## src/rtl/usb2_pkg.sv

```systemverilog
// Shared definitions for the USB 2.0 external IN-buffer arbiter.
package usb2_pkg;

    localparam int USB2_ADDR_W = 9;
    localparam int USB2_LEN_W  = 10;

    typedef enum logic [1:0] {
        ST_IDLE     = 2'd0,
        ST_GRANT    = 2'd1,
        ST_COMMIT   = 2'd2,
        ST_WAIT_LOW = 2'd3
    } arb_state_t;

endpackage

```

## src/rtl/usb2_rr_arb.sv

```systemverilog
// Combinational round-robin picker: first requester at or after ptr, wrapping.
module usb2_rr_arb #(
    parameter int N_CH  = 4,
    parameter int IDX_W = (N_CH > 1) ? $clog2(N_CH) : 1
) (
    input  logic [N_CH-1:0]  req,
    input  logic [IDX_W-1:0] ptr,
    output logic [N_CH-1:0]  gnt,
    output logic [IDX_W-1:0] idx
);

    localparam int SUM_W = IDX_W + 1;

    logic [2*N_CH-1:0] dbl;
    logic [N_CH-1:0]   rot;
    logic [IDX_W-1:0]  off;
    logic [SUM_W-1:0]  sum;

    // Rotate requests so ptr sits at bit 0, find the lowest set bit, rotate back
    always_comb begin
        dbl = {req, req} >> ptr;
        rot = dbl[N_CH-1:0];
        off = '0;
        for (int i = N_CH - 1; i >= 0; i--) begin
            if (rot[i]) off = IDX_W'(i);
        end
        sum = {1'b0, ptr} + {1'b0, off};
        if (sum >= SUM_W'(N_CH)) sum = sum - SUM_W'(N_CH);
        idx = sum[IDX_W-1:0];
        gnt = (|rot) ? (N_CH'(1) << idx) : '0;
    end

endmodule

```

## src/rtl/usb2_ep_in_arbiter.sv

```systemverilog
// N-channel arbiter sharing the core's single IN-buffer write/commit port.
module usb2_ep_in_arbiter
    import usb2_pkg::*;
#(
    parameter int N_CH    = 4,
    parameter int ADDR_W  = USB2_ADDR_W,
    parameter int LEN_W   = USB2_LEN_W,
    parameter int TIMEOUT = 1024
) (
    input  logic                    ext_clk,
    input  logic                    reset_n,
    input  logic [N_CH-1:0]         ch_req,
    output logic [N_CH-1:0]         ch_gnt,
    input  logic [N_CH*ADDR_W-1:0]  ch_addr,
    input  logic [N_CH*8-1:0]       ch_data,
    input  logic [N_CH-1:0]         ch_wren,
    input  logic [N_CH-1:0]         ch_commit,
    input  logic [N_CH*LEN_W-1:0]   ch_commit_len,
    output logic [N_CH-1:0]         ch_commit_ack,
    output logic [N_CH-1:0]         ch_abort,
    output logic [ADDR_W-1:0]       buf_in_addr,
    output logic [7:0]              buf_in_data,
    output logic                    buf_in_wren,
    input  logic                    buf_in_ready,
    output logic                    buf_in_commit,
    output logic [LEN_W-1:0]        buf_in_commit_len,
    input  logic                    buf_in_commit_ack,
    output logic                    err_len,
    output logic [3:0]              stat_owner
);

    localparam int     IDX_W   = (N_CH > 1) ? $clog2(N_CH) : 1;
    localparam int     CNT_W   = (TIMEOUT > 0) ? $clog2(TIMEOUT + 1) : 1;
    localparam longint MAX_LEN = longint'(1) << ADDR_W;

    arb_state_t        state, state_nxt;
    logic [IDX_W-1:0]  owner, rr_ptr, pick_idx;
    logic [N_CH-1:0]   gnt_q, pick_gnt, ack_q, abort_q;
    logic [CNT_W-1:0]  wdog_cnt;
    logic [LEN_W-1:0]  len_q, len_sel, len_clamp;
    logic              err_q, len_sat;
    logic              own_wren, own_commit, own_req, idle_cyc, wdog_hit;
    logic              do_grant, do_commit, do_ack, do_revoke;

    logic [N_CH-1:0][ADDR_W-1:0] addr_arr;
    logic [N_CH-1:0][7:0]        data_arr;
    logic [N_CH-1:0][LEN_W-1:0]  len_arr;

    assign addr_arr = ch_addr;
    assign data_arr = ch_data;
    assign len_arr  = ch_commit_len;

    usb2_rr_arb #(.N_CH(N_CH), .IDX_W(IDX_W)) u_rr (
        .req (ch_req),
        .ptr (rr_ptr),
        .gnt (pick_gnt),
        .idx (pick_idx)
    );

    assign own_wren   = ch_wren[owner] & (state == ST_GRANT);
    assign own_commit = ch_commit[owner];
    assign own_req    = ch_req[owner];
    assign idle_cyc   = !own_wren && !own_commit;
    assign wdog_hit   = (TIMEOUT != 0) && idle_cyc && (wdog_cnt == CNT_W'(TIMEOUT - 1));

    // Oversized commits are clamped to the buffer size and flagged
    assign len_sel   = len_arr[owner];
    assign len_sat   = (longint'(len_sel) > MAX_LEN);
    assign len_clamp = len_sat ? LEN_W'(MAX_LEN) : len_sel;

    // Next-state and one-cycle control strobes; commit wins over release and revoke
    always_comb begin
        state_nxt = state;
        do_grant  = 1'b0;
        do_commit = 1'b0;
        do_ack    = 1'b0;
        do_revoke = 1'b0;
        case (state)
            ST_IDLE: begin
                if (buf_in_ready && (|ch_req)) begin
                    do_grant  = 1'b1;
                    state_nxt = ST_GRANT;
                end
            end
            ST_GRANT: begin
                if (own_commit) begin
                    do_commit = 1'b1;
                    state_nxt = ST_COMMIT;
                end else if (!own_req) begin
                    state_nxt = ST_IDLE;
                end else if (wdog_hit) begin
                    do_revoke = 1'b1;
                    state_nxt = ST_IDLE;
                end
            end
            ST_COMMIT: begin
                if (buf_in_commit_ack) begin
                    do_ack    = 1'b1;
                    state_nxt = ST_WAIT_LOW;
                end
            end
            ST_WAIT_LOW: begin
                if (!buf_in_commit_ack && !own_commit) state_nxt = ST_IDLE;
            end
            default: state_nxt = ST_IDLE;
        endcase
    end

    // State register
    always_ff @(posedge ext_clk or negedge reset_n) begin
        if (!reset_n) state <= ST_IDLE;
        else          state <= state_nxt;
    end

    // Owner, RR pointer, commit length, watchdog and pulse outputs
    always_ff @(posedge ext_clk or negedge reset_n) begin
        if (!reset_n) begin
            owner    <= '0;
            gnt_q    <= '0;
            rr_ptr   <= '0;
            len_q    <= '0;
            err_q    <= 1'b0;
            ack_q    <= '0;
            abort_q  <= '0;
            wdog_cnt <= '0;
        end else begin
            ack_q   <= do_ack ? gnt_q : '0;
            abort_q <= do_revoke ? gnt_q : '0;
            err_q   <= do_commit && len_sat;
            if (do_grant) begin
                owner  <= pick_idx;
                gnt_q  <= pick_gnt;
                rr_ptr <= (pick_idx == IDX_W'(N_CH - 1)) ? '0 : pick_idx + 1'b1;
            end
            if (do_commit) len_q <= len_clamp;
            if (state != ST_GRANT || state_nxt != ST_GRANT || own_wren)
                wdog_cnt <= '0;
            else if (TIMEOUT != 0 && idle_cyc)
                wdog_cnt <= wdog_cnt + 1'b1;
        end
    end

    assign ch_gnt            = (state == ST_GRANT || state == ST_COMMIT) ? gnt_q : '0;
    assign ch_commit_ack     = ack_q;
    assign ch_abort          = abort_q;
    assign buf_in_wren       = own_wren;
    assign buf_in_addr       = (state == ST_GRANT) ? addr_arr[owner] : '0;
    assign buf_in_data       = (state == ST_GRANT) ? data_arr[owner] : '0;
    assign buf_in_commit     = (state == ST_COMMIT);
    assign buf_in_commit_len = len_q;
    assign err_len           = err_q;
    assign stat_owner        = 4'(owner);

endmodule

```

## config.mk

```make
export PLATFORM = sky130hd
export DESIGN_NAME = usb2_ep_in_arbiter
export DESIGN_NICKNAME = d
export VERILOG_FILES = /design/src/rtl/usb2_pkg.sv /design/src/rtl/usb2_rr_arb.sv /design/src/rtl/usb2_ep_in_arbiter.sv
export SDC_FILE = /design/constraint.sdc
export NUM_CORES = 1
export LEC_CHECK = 0
export CAP_MARGIN = 30
export CORE_MARGIN = 3
export CORE_UTILIZATION = 43
export DETAILED_ROUTE_END_ITERATION = 8
export GPL_TIMING_DRIVEN = 1
export PLACE_DENSITY = 0.9
export SLEW_MARGIN = 15
export SYNTH_ARGS = -nofsm -noshare
export SYNTH_HDL_FRONTEND = slang
export SYNTH_HIERARCHICAL = 1
export SYNTH_SLANG_ARGS = --single-unit
```

## constraint.sdc

```tcl
create_clock -name ext_clk -period 4 [get_ports ext_clk]
set_input_delay 1 -clock ext_clk [delete_from_list [all_inputs] [get_ports ext_clk]]
set_output_delay 1 -clock ext_clk [all_outputs]
set_load 0.02 [all_outputs]
```

* Word level (Yosys, flattened, before mapping)
Index checks and enable logic that the tools add are counted.
** Word-level totals
- Flip-flop bits (word level) :: 40
- Bits in latches :: 0
- Memory bits (writable) :: 0
- ROM bits :: 0
- Input port bits :: 124
- Output and inout bits :: 46
- Word-level logic and storage cells :: 85
- Memories kept :: 0
** Operators by class
- Add/subtract/negate cells :: 4
- Multiply operators :: 0
- Divide/modulo/power cells :: 0
- $lt $le $gt $ge :: 3
- Eq/ne operators :: 7
- Shift-type cells :: 2
- Multiplexer cells :: 44
- Bitwise gates (word level) :: 1
- Reductions and logical operators :: 15
** Operators with widths (number)
- $mux W2 :: 12
- $mux W11 :: 2
- $bmux W10 S2 :: 1
- $mux W10 :: 2
- $bmux W9 S2 :: 1
- $mux W9 :: 2
- $bmux W8 S2 :: 1
- $mux W4 :: 4
- $mux W8 :: 2
- $mux W1 :: 13
- $add A11 B1 Y11 const B :: 1
- $eq A11 B10 Y1 const B :: 1
- $gt A10 B10 Y1 const B :: 1
- $pmux W2 S4 :: 1
- $reduce_or A4 Y1 :: 2
- $shr A8 B2 Y4 :: 1
- $bmux W1 S2 :: 3
- $eq A2 B2 Y1 const B :: 3
- $logic_and A1 B1 Y1 :: 5
- $ne A2 B1 Y1 const B :: 2
- $shl A1 B2 Y4 const A :: 1
- $add A2 B2 Y3 :: 1
- $ge A3 B3 Y1 const B :: 1
- $logic_not A1 Y1 :: 3
- 8 further kinds :: 10

* Depth between registers and ports, before layout
Gate-level depths: netlist (run 1).
- Depth in word-level cells :: 14
- Mapped depth :: 10
- Gate-level depth less buffers :: 9

* By module
Netlist (run 1), hierarchy kept.
** Modules (own cells, without submodules)
- usb2_ep_in_arbiter :: instances 1, cells each 235, area each 2856.5 um^2, seq. area each 1001.0 um^2
- usb2_rr_arb :: instances 1, cells each 39, area each 296.5 um^2, seq. area each 0.0 um^2

* Worst setup path after synthesis (run 1)
OpenSTA, ideal clock, no wires.
- Path type :: flip-flop to output port
- From :: register owner[0]
- To :: output buf_in_addr[7]
- Arrival time :: 2066 ps
- Required time :: 3000 ps
- Path slack :: 934 ps
- Stages on the path, launching flop included :: 7
- Path buffers :: 4
- Path through :: dfrtp_1 > buf_6 > buf_4 > buf_4 > buf_2 > mux4_2 > and2_1
** On the way
- Word-level cells in the longest chain between the ends :: 3
** RTL lines
- start, declared :: line usb2_ep_in_arbiter.sv:37 : logic [IDX_W-1:0] owner, rr_ptr, pick_idx;
- start signal, assigned :: line usb2_ep_in_arbiter.sv:131 : owner <= pick_idx;
- $bmux W9 S2 :: line usb2_ep_in_arbiter.sv:147 : assign buf_in_addr = (state == ST_GRANT) ? addr_arr[owner] : '0;
- $mux W9 (not written as such) :: line usb2_ep_in_arbiter.sv:147
- $mux W9 :: line usb2_ep_in_arbiter.sv:147
- end, declared :: line usb2_ep_in_arbiter.sv:21 : output logic [ADDR_W-1:0] buf_in_addr,
Every way passes these cells. The select of a mux whose other input is x is not followed.

* Final worst setup path (run 1)
- From :: input ch_data[21]
- To :: output buf_in_data[5]
** On the way
- Word-level cells in the longest chain between the ends :: 3
** RTL lines
- start, declared :: line usb2_ep_in_arbiter.sv:15 : input logic [N_CH*8-1:0] ch_data,
- $bmux W8 S2 :: line usb2_ep_in_arbiter.sv:148 : assign buf_in_data = (state == ST_GRANT) ? data_arr[owner] : '0;
- $mux W8 (not written as such) :: line usb2_ep_in_arbiter.sv:148
- $mux W8 :: line usb2_ep_in_arbiter.sv:148
- end, declared :: line usb2_ep_in_arbiter.sv:22 : output logic [7:0] buf_in_data,
Every way passes these cells. The select of a mux whose other input is x is not followed.

==> out/summary.txt, run 1 <==
Distinct cells, synth = 48
CTS buffer count = 5
Worst Max-Slew Pin Slew = 712 ps
Post-synthesis cell count = 274
Cell area after synthesis = 0.00315 sq mm
FF-to-FF setup slack = 820 ps
Number of antenna violations at the first check in global routing = 1
Max Freq = 276 MHz
Cts hold-fix bufs = 0
First-pass GRT wire length = 17000 microns
Clock Latency Late Sink = 290 ps
CP peak stage delay = 540 ps
Startpoint types = input pin
Most frequent cells in the layout = 166 x clkdlybuf4s50_1, 39 x dfrtp_1, 29 x mux4_2
Slowest cell on the critical path = clkdlybuf4s50_1
Total negative slack = 0 ps
Primary FF master, synth = dfrtp_1
Antenna cells = 0
H-tree Lvls = 2
Crit Path Max Fanout = 1
Post-route ant nets = 0
DP HPWL = 8510 microns
Largest net degree at the start of global routing = 41
Worst-path cell chain = clkdlybuf4s50_1 -> mux4_2 -> and2_1 -> clkdlybuf4s50_1
Relative slew slack = 52.6%
Die Y = 91.6 microns
Worst-case reg-to-reg path depth = 6
Core Rows = 30
DRC = 0
Clock Skews = 9.80 ps
Clock Tree Buf Depth = 2
Pwr per Cell Area = 566 mW/mm^2
Via count = 2900
Worst Hold Launch = buf_in_commit_len[7]
RSZ-0062 raised after global routing = false
FF-to-FF End = wdog_cnt[1]
Vias in the first global route = 3140
Yosys warnings = 6
Avg Inst Size Synth = 11.5 sq um
Worst setup path category = in -> out
Final min period = 3630 ps
Die area = 0.00840 sq mm
Final Hold Viols = 0
IO Pins = 170
Total iterations of the first detailed-routing run = 4
Hold Crit Class = reg -> reg
Die Width = 91.6 microns
Initial core utilization = 45.4%
Worst EP required = 3000 ps
Worst hold margin = 488 ps
LEAKAGE = 0.00195 uW
Cts repair resizes = 0
Routed length per placed instance = 19.6 microns
Clock transition at path regs = 80 ps
Routed WL = 10500 microns
Seq cells post-synth = 40
Max IR drop VDD = 0.417 mV
Vias/cell = 5.42
DRT iter0 DRCs = 106
Fin crit share = 90.7%
Seq/Total Area, Yosys = 31.7%
Min-Delay Path Depth = 2
Slew Limit Fails = 0
CP Launch Point = ch_data[21]
CTS sink cnt = 40
Outcome = finished, final reports clean
Port Buffers = 167
FFs w/ async S/R, synth = 100%
# Post-CTS Setup Buffers = 0
Max cap viols = 0
Clk root buf = clkbuf_8
CP Capture Type = output pin
CTS tree = yes
Number of synthesized flops with an enable pin = 0
WHS Endpoint = buf_in_commit_len[7]
Layout cells sized above 1 = 15.9%
Setup violations, final = 0
GRT Residual Overflow = 0
Core region area = 0.00694 sq mm
CP Data Arrival Time = 2630 ps
GP Congestion = 0.876
FF-to-FF Start = owner[0]
Gr usage total = 25.7%
P&R area growth vs syn = 58.0%
CP most frequent cell = clkdlybuf4s50_1
Final net count = 570
Most common cell after layout, fill and taps aside = clkdlybuf4s50_1
==> stage by stage <==
step | std cells | setup WS [ps] | utilization (%) | area [sq um] | total power (uW)
final | 535 | 370 | 71.7 | 4980 | 2820
after detailed placement | 526 | 371 | 70.1 | 4870 | 2540
after CTS | 534 | 365 | 71.4 | 4960 | 2830
after global routing | 535 | 348 | 71.7 | 4980 | 3010
after floorplan | 275 | 934 | - | 3160 | 1920
after global placement | 525 | 396 | 70.0 | 4860 | 2450
==> cell type report <==
cell class | count | area (sq um)
Sequential cell | 40 | 1000
Tap cell | 96 | 120
Clock buffer | 7 | 86.3
Timing Repair Buffer | 175 | 1740
Multi-Input combinational cell | 211 | 2010
Fill cell | 504 | 1960
Clock inverter | 1 | 7.51
Inverter | 5 | 18.8
==> worst max-delay path, delay by kind of cell <==
kind / cells / cell delay [ps]
buffers and inverters: 2 / 970
multiplexers: 1 / 470
AND/OR/NAND/NOR: 1 / 180
==> flip-flops by register name, summed over array words and instances (netlist names) <==
signal	flops
ch_commit_ack	4
owner	2
buf_in_commit_len	10
wdog_cnt	11
err_len	1
gnt_q	4
state	2
ch_abort	4
rr_ptr	2
==> power by group <==
| part | switching, uW | internal (uW) |
|---|---|---|
| clock | 142 | 140 |
| sequential | 161 | 497 |
| combinational | 916 | 964 |
| total | 1220 | 1600 |
==> synthesized netlist by cell type, types with 2 or more instances <==
library cell  count  area, sq um
nor4b_1           2         17.5
nand2b_1         10         62.6
dfrtp_1          40         1000
buf_2             2         10.0
mux4_2           29          653
clkbuf_1          4         15.0
mux2i_1           9         90.1
buf_6             4         45.0
nand2_1          27          101
nand3_1           4         20.0
o31ai_1           2         15.0
o211a_1           2         20.0
a21oi_1           3         15.0
nor4_1            2         12.5
nor4b_2           7          105
mux2_2            9          101
xnor2_1           7         61.3
inv_1             5         18.8
xor2_1            5         43.8
o22ai_1           2         12.5
and2_1           26          163
and3_1            4         25.0
buf_1             2         7.51
nor2_1            7         26.3
o221ai_1          2         17.5
o41a_1            2         22.5
nor3_1            7         35.0
o21ai_0          13         65.1
buf_4             7         52.6
nand4_1           4         25.0
ha_1              8          100
==> kinds of logic (layout without fill, tap and decap cells) <==
kind of cell / after synthesis / count (layout) / share of synthesized area (%)
flops: 40 / 40 / 31.7
simple gates: 107 / 107 / 21.2
other cells: 1 / 2 / 0.119
compound gates: 35 / 35 / 8.93
fa+ha+maj: 8 / 8 / 3.17
mux: 47 / 47 / 26.8
xor+xnor: 12 / 12 / 3.33
buf+inv: 24 / 188 / 4.72
==> per-layer routing <==
metal / vias to the layer above / share of wire, % / GRT usage, %
met5: - / 0.067 / 0
met4: 2 / 1.4 / 4.90
met3: 15 / 6.5 / 5.91
met2: 109 / 53 / 45.0
met1: 1420 / 39 / 32.6
li1: 1354 / - / -
==> worst max-delay path by stage <==
stage | endpoint | slack (ps) | cells past startpoint
3_3_place_gp | buf_in_data[6] | 400 | 4
4_1_cts | buf_in_data[5] | 370 | 4
2_1_floorplan | buf_in_addr[7] | 930 | 6
6_report | buf_in_data[5] | 370 | 4
3_5_place_dp | buf_in_data[5] | 370 | 4
5_1_grt | buf_in_data[2] | 350 | 4
Power figures use the tool's default switching activity.
==> run 2: changes to the inputs <==
--- a/config.mk
+++ b/config.mk
@@ -11,6 +11,7 @@
 export DETAILED_ROUTE_END_ITERATION = 8
 export GPL_TIMING_DRIVEN = 1
 export PLACE_DENSITY = 0.9
+export SETUP_SLACK_MARGIN = 0.05
 export SLEW_MARGIN = 15
 export SYNTH_ARGS = -nofsm -noshare
 export SYNTH_HDL_FRONTEND = slang
==> results of run 2 <==
Same layout as run 1: the final DEF is identical, and so are final timing and power.
